==> config.mk <==
export PLATFORM = sky130hd
export DESIGN_NAME = countdown_timer
export DESIGN_NICKNAME = d
export VERILOG_FILES = /design/src/rtl/countdown_timer.sv
export SDC_FILE = /design/constraint.sdc
export NUM_CORES = 1
export LEC_CHECK = 0
export ABC_AREA = 1
export CORE_ASPECT_RATIO = 2
export CORE_MARGIN = 1.5
export CORE_UTILIZATION = 40
export DETAILED_ROUTE_END_ITERATION = 16
export GPL_TIMING_DRIVEN = 0
export MAX_ROUTING_LAYER = met4
export PLACE_DENSITY = 0.59
export SYNTH_ARGS = -nofsm -noshare
export SYNTH_HDL_FRONTEND = slang
export SYNTH_SLANG_ARGS = --single-unit
export TNS_END_PERCENT = 50
==> constraint.sdc <==
create_clock -name clk -period 2.48 [get_ports clk]
set_input_delay 0.496 -clock clk [delete_from_list [all_inputs] [get_ports clk]]
set_output_delay 0.496 -clock clk [all_outputs]
set_load 0.02 [all_outputs]
==> src/rtl/countdown_timer.sv <==
// Loadable down-counting timer with prescaler, one-shot/periodic modes and a
// level interrupt cleared by an acknowledge strobe.
//
// state | meaning
// ------+---------------------------------------------
// IDLE  | no load yet, or last load was zero
// RUN   | counting down (paused while enable = 0)
// DONE  | one-shot expired; waits for a new load
module countdown_timer #(
   parameter int WIDTH = 32,
   parameter int PW    = 16,
   parameter int EW    = 8
) (
   input  logic             clk,
   input  logic             rst,
   input  logic             load,
   input  logic [WIDTH-1:0] load_val,
   input  logic [PW-1:0]    prescale,
   input  logic             enable,
   input  logic             auto_reload,
   input  logic             irq_ack,
   output logic [WIDTH-1:0] count,
   output logic             irq,
   output logic             running,
   output logic [EW-1:0]    expire_cnt
);

   typedef enum logic [1:0] {
      IDLE = 2'd0,
      RUN  = 2'd1,
      DONE = 2'd2
   } state_t;

   state_t           state, state_n;
   logic [WIDTH-1:0] count_n, reload, reload_n;
   logic [PW-1:0]    pcnt, pcnt_n;
   logic             irq_n;
   logic [EW-1:0]    expire_cnt_n;
   logic             expire;

   always_ff @(posedge clk) begin
      if (rst) begin
         state      <= IDLE;
         count      <= '0;
         reload     <= '0;
         pcnt       <= '0;
         irq        <= 1'b0;
         expire_cnt <= '0;
      end else begin
         state      <= state_n;
         count      <= count_n;
         reload     <= reload_n;
         pcnt       <= pcnt_n;
         irq        <= irq_n;
         expire_cnt <= expire_cnt_n;
      end
   end

   always_comb begin
      state_n      = state;
      count_n      = count;
      reload_n     = reload;
      pcnt_n       = pcnt;
      expire       = 1'b0;

      if (load) begin
         // a tick landing on the load cycle is dropped
         count_n  = load_val;
         reload_n = load_val;
         pcnt_n   = '0;
         state_n  = (load_val != '0) ? RUN : IDLE;
      end else if (state == RUN && enable) begin
         if (pcnt >= prescale) begin
            pcnt_n = '0;
            if (count > WIDTH'(1)) begin
               count_n = count - 1'b1;
            end else begin
               expire = 1'b1;
               if (auto_reload) begin
                  count_n = reload;
               end else begin
                  count_n = '0;
                  state_n = DONE;
               end
            end
         end else begin
            pcnt_n = pcnt + 1'b1;
         end
      end

      // set has priority over acknowledge
      if (expire)
         irq_n = 1'b1;
      else if (irq_ack)
         irq_n = 1'b0;
      else
         irq_n = irq;

      if (expire && expire_cnt != '1)
         expire_cnt_n = expire_cnt + 1'b1;
      else
         expire_cnt_n = expire_cnt;
   end

   assign running = (state == RUN);

endmodule

Yosys cells after proc, flatten, opt, wreduce, memory -nomap -nowiden
Cells that the tools add are included.
Word-level totals
  output and inout port bits: 42
  input bits: 54
  logic and storage cells: 42
  flip-flop bits (word level): 91
Operators by class
  mux-type cells: 18
  order comparisons: 2
  $add $sub $neg: 3
  equality and inequality tests: 4
  reduce and logical (&&, ||, !) cells: 9
Operators with widths (number)
  two-way mux 32 bit: 5
  greater-than comparator 32 x 1 -> 1 bit, second input constant: 1
  nonzero test 32 bit: 1
  subtractor 32 x 1 -> 32 bit, second input constant: 1
  adder 16 x 1 -> 16 bit, second input constant: 1
  greater-or-equal comparator 16 bit: 1
  two-way mux 16 bit: 1
  two-way mux 2 bit: 5
  adder 8 x 1 -> 8 bit, second input constant: 1
  != test 8 bit, second input constant: 1
  two-way mux 1 bit: 7
  nonzero test 2 bit: 3
  != test 2 bit, second input constant: 2
  AND reduction 4 bit: 1
  equality test 2 x 1 -> 1 bit, second input constant: 1
  logical AND 1 bit: 2
  AND reduction 2 bit: 1
  OR reduction 2 bit: 1

Longest topological paths before layout
  word-level depth: 6
  depth in mapped cells: 17

Least setup slack after synthesis
Ideal clock, no wire load.
  path kind: input to register
  start: input port prescale[3]
  end: register count[26]
  buffers on the path: 1
  data arrival time: 1903 ps
  slack: 460 ps
  cell stages on the path: 16
  cells stage by stage: inv_1 > ha_1 > nand2_1 > nor2_1 > nor2_1 > nand2_1 > nand2_1 > nand2_1 > nand2_1 > nand2_2 > nand2_1 > nand2_1 > buf_2 > nand3_1 > a21oi_1 > nor2_1
Between the ends
  longest elaborated chain between the ends: 3
RTL lines
  start, declared: line 18  | input logic [PW-1:0] prescale,
  greater-or-equal comparator 16 bit: line 73  | if (pcnt >= prescale) begin
  nonzero test 2 bit (no line)
  AND reduction 2 bit (no line)
  end signal, assigned: line 51  | count <= count_n;
  end, declared: line 22  | output logic [WIDTH-1:0] count,
No other way between the ends.
A chain may end at the register's enable or synchronous reset.

Final worst setup path
  start: register count[0]
  end: register count[25]
Between the ends
  longest elaborated chain between the ends: 5
  elaborated cells between the ends (all ways): 6
  those cells by class: 1 x add/sub; 1 x order compare; 4 x mux
RTL lines
  subtractor 32 x 1 -> 32 bit / greater-than comparator 32 x 1 -> 1 bit (equally long branches): line 76, 75
  two-way mux 32 bit *: line 75  | if (count > WIDTH'(1)) begin
  two-way mux 32 bit *: line 73
  two-way mux 32 bit *: line 72  | end else if (state == RUN && enable) begin
  two-way mux 32 bit *: line 66  | if (load) begin
Every way passes the cells marked *; elsewhere a longest branch is shown, timed or not. The select of a mux whose other input is x is not followed.

==> impl_metrics.json <==
{
  "clkLatencyLatePin_ns": 0.36,
  "start_util_pct": 40.9,
  "async_flop_share_pct": 0,
  "fin_total_pwr_w": 0.00392,
  "crit_fanout": 7,
  "core_area_um2": 13900,
  "finalCriticalPeriod_ns": 2.37,
  "worst_setup_path_start_kind": "register",
  "cts_tree": "built",
  "nNetsFinal": 1017,
  "irDropWorstVdd_v": 0.000377,
  "synthesis.area_um2": 5680,
  "final_antenna_net_count": 0,
  "io_buffer_count": 93,
  "fmax_ghz": 0.422,
  "ys_seq_area_share_pct": 32.1,
  "p_per_area_nw_per_um2": 534,
  "pin_count": 96,
  "tightest_slew_ns": 0.927,
  "synthTopCellsByArea": "dfxtp_1 (32%), nand2_1 (12%), a21oi_1 (6.6%)",
  "die-area_um2": 15000,
  "wirelength_mm": 20.6,
  "wire_per_inst_um": 18.2,
  "post-route-period-util_pct": 95.5,
  "max-clock-path-buffers": 2,
  "cts_made_buffers": 9,
  "grt_overflow": 0,
  "synth_edf_count": 0,
  "path_clk_slew_ns": 0.07,
  "vias": 5986,
  "vias_per_cell": 5.26,
  "cp.required_ns": 2.77,
  "clock_power_share_pct": 36.8,
  "syn-mean-instance-area_um2": 6.80,
  "dp_hpwl_mm": 16.1,
  "yosysTopAreaCell": "dfxtp_1",
  "diodes": 0,
  "grt_max_degree": 17,
  "drc_errors": 0,
  "dr.pass1.iters": 5,
  "ys_seq_elements": 91,
  "htree_levels": 3,
  "maxCapViolations": 0,
  "path_class": "register to register",
  "swShare_pct": 32.1,
  "hold_path_class": "register to register",
  "num_rows": 61,
  "placedCellCount": 1117,
  "hold_viol": 0,
  "slew_viol_final": 0,
  "cts_sinks": 91,
  "setup.worst_path.end_class": "register",
  "setup_viol": 0,
  "rsz0062_at_grt": "true",
  "synth_commonest_cells": "nand2_1 (185), inv_1 (97), dfxtp_1 (91), nor2_1 (91), a21oi_1 (75)",
  "area_delta_synth_final_pct": 29.3,
  "fin_cells": 1137,
  "grt_pass1_wl_mm": 30.5,
  "drt_iter0_drc": 331,
  "synth_cell_type_count": 47,
  "yosys.area.top_type_share_pct": 32.1,
  "synth_ff_type": "dfxtp_1",
  "pwr-share-seq_pct": 40.9,
  "die_w_um": 87.2,
  "grt_use_total_pct": 28.7,
  "p_int_w": 0.00266,
  "gp_congestion": 0.975,
  "slew_headroom_pct": 38.2,
  "postCtsHoldBufs": 0,
  "status": "finished, final reports clean",
  "syn_inst": 835,
  "arrival_ns": 2.66,
  "synth.most_common_cell": "nand2_1",
  "p_leak_nw": 3.09,
  "ys.warnings.count": 0,
  "synth_fp_nets": 909,
  "cts_root_buffer": "clkbuf_16",
  "die_h_um": 171,
  "drive_gt1_share_pct": 10.8,
  "grt_pass1_vias": 5803,
  "power_frac_comb_pct": 22.2,
  "antenna_found_initial": 0,
  "skew_ns": 0.00836,
  "switchingPower_w": 0.00126
}
[timing repair]
item                       CTS  global route
gates resized for setup     14            24
pin swaps                    1             2
buffers inserted             2             1
gates cloned                 0             1
setup endpoints to repair   35            33
[kinds of logic (layout without fill, tap and decap cells)]
| family | after synthesis | in the layout | synth area share, % |
|---|---|---|---|
| AND/OR/NAND/NOR | 428 | 428 | 36.2 |
| XOR/XNOR | 20 | 20 | 3.09 |
| flip-flops | 91 | 91 | 32.1 |
| AO/OA/AOI/OAI | 150 | 150 | 15.2 |
| buffers and inverters | 126 | 239 | 8.97 |
| adder cells (fa/ha/maj) | 20 | 20 | 4.41 |
[state kept, by name (all words and copies together) (netlist names)]
register,count
count,32
reload,32
pcnt,16
expire_cnt,8
state,2
irq,1
[placed cells by master, fill, tap and decap left out, types with 10 or more instances in the layout]
cell             netlist  final
a21oi_1               75     72
clkbuf_1              13     14
clkbuf_16              0     10
clkdlybuf4s50_1        0     93
dfxtp_1               91     91
ha_1                  20     20
inv_1                 97     97
nand2_1              185    182
nand3_1               61     57
nand4_1               18     18
nor2_1                91     90
nor2_2                13     14
nor2_4                10     10
o21ai_0               44     40
o21ai_1                7     11
xor2_1                17     17
[per-stage QoR]
step	TNS [ns]	utilization (%)	hold slack [ns]	worst slack, ns	instance area [um^2]
finish	0	52.8	0.462	0.112	7340
CTS	0	51.9	0.462	0.0166	7210
global placement	-21.66	49.3	0.441	-0.669	6850
global route	-0.0170	52.8	0.477	-0.0116	7340
detailed placement	-21.70	49.3	0.445	-0.676	6850
floorplan	0	-	0.428	0.460	5680
[worst max-delay path: stages, from the launching register on]
cell and delay [ns]:
dfxtp_1 0.39, inv_1 0.13, ha_1 0.24, o21a_1 0.15, nand4_2 0.15, nor2_8 0.24
nand2_4 0.13, o21ai_0 0.63, nor3_1 0.10, nor2_1 0.12
[layer usage]
layer / vias to the layer above / track usage [%] / share of wire (%)
met3: 74 / 3.93 / 4.1
met2: 208 / 52.7 / 54
met4: 0 / 20.5 / 8.1
met5: - / - / 0
li1: 2954 / - / -
met1: 2750 / 26.2 / 34
[path summary, 6_finish.rpt]
| path | cells past startpoint | end | start | slack (ns) |
|---|---|---|---|---|
| max | 9 | count[25]$_SDFFE_PP0P_ | count[0]$_SDFFE_PP0P_ | 0.11 |
| min | 2 | reload[19]$_SDFFE_PP0P_ | reload[19]$_SDFFE_PP0P_ | 0.46 |
| max reg2reg | 9 | count[25]$_SDFFE_PP0P_ | count[0]$_SDFFE_PP0P_ | 0.11 |
| min reg2reg | 2 | reload[19]$_SDFFE_PP0P_ | reload[19]$_SDFFE_PP0P_ | 0.46 |
[power groups by stage]
stage          Combinational, W  Sequential [W]  Clock, W
2_1_floorplan          0.000462         0.00166         0
3_3_place_gp           0.000828         0.00164         0
3_5_place_dp           0.000828         0.00164         0
4_1_cts                0.000843         0.00160   0.00145
5_1_grt                0.000937         0.00161   0.00151
6_report               0.000870         0.00160   0.00144
[layout make-up]
cell class | count | area (um^2)
buffer | 24 | 151
clock buffer | 10 | 229
clock inverter | 6 | 70.1
fill | 1477 | 6550
inverter | 102 | 383
multi-input combinational | 618 | 3470
sequential | 91 | 1820
tap | 189 | 236
timing repair buffer | 97 | 978
Note: power is estimated with default switching activity, not from simulation.
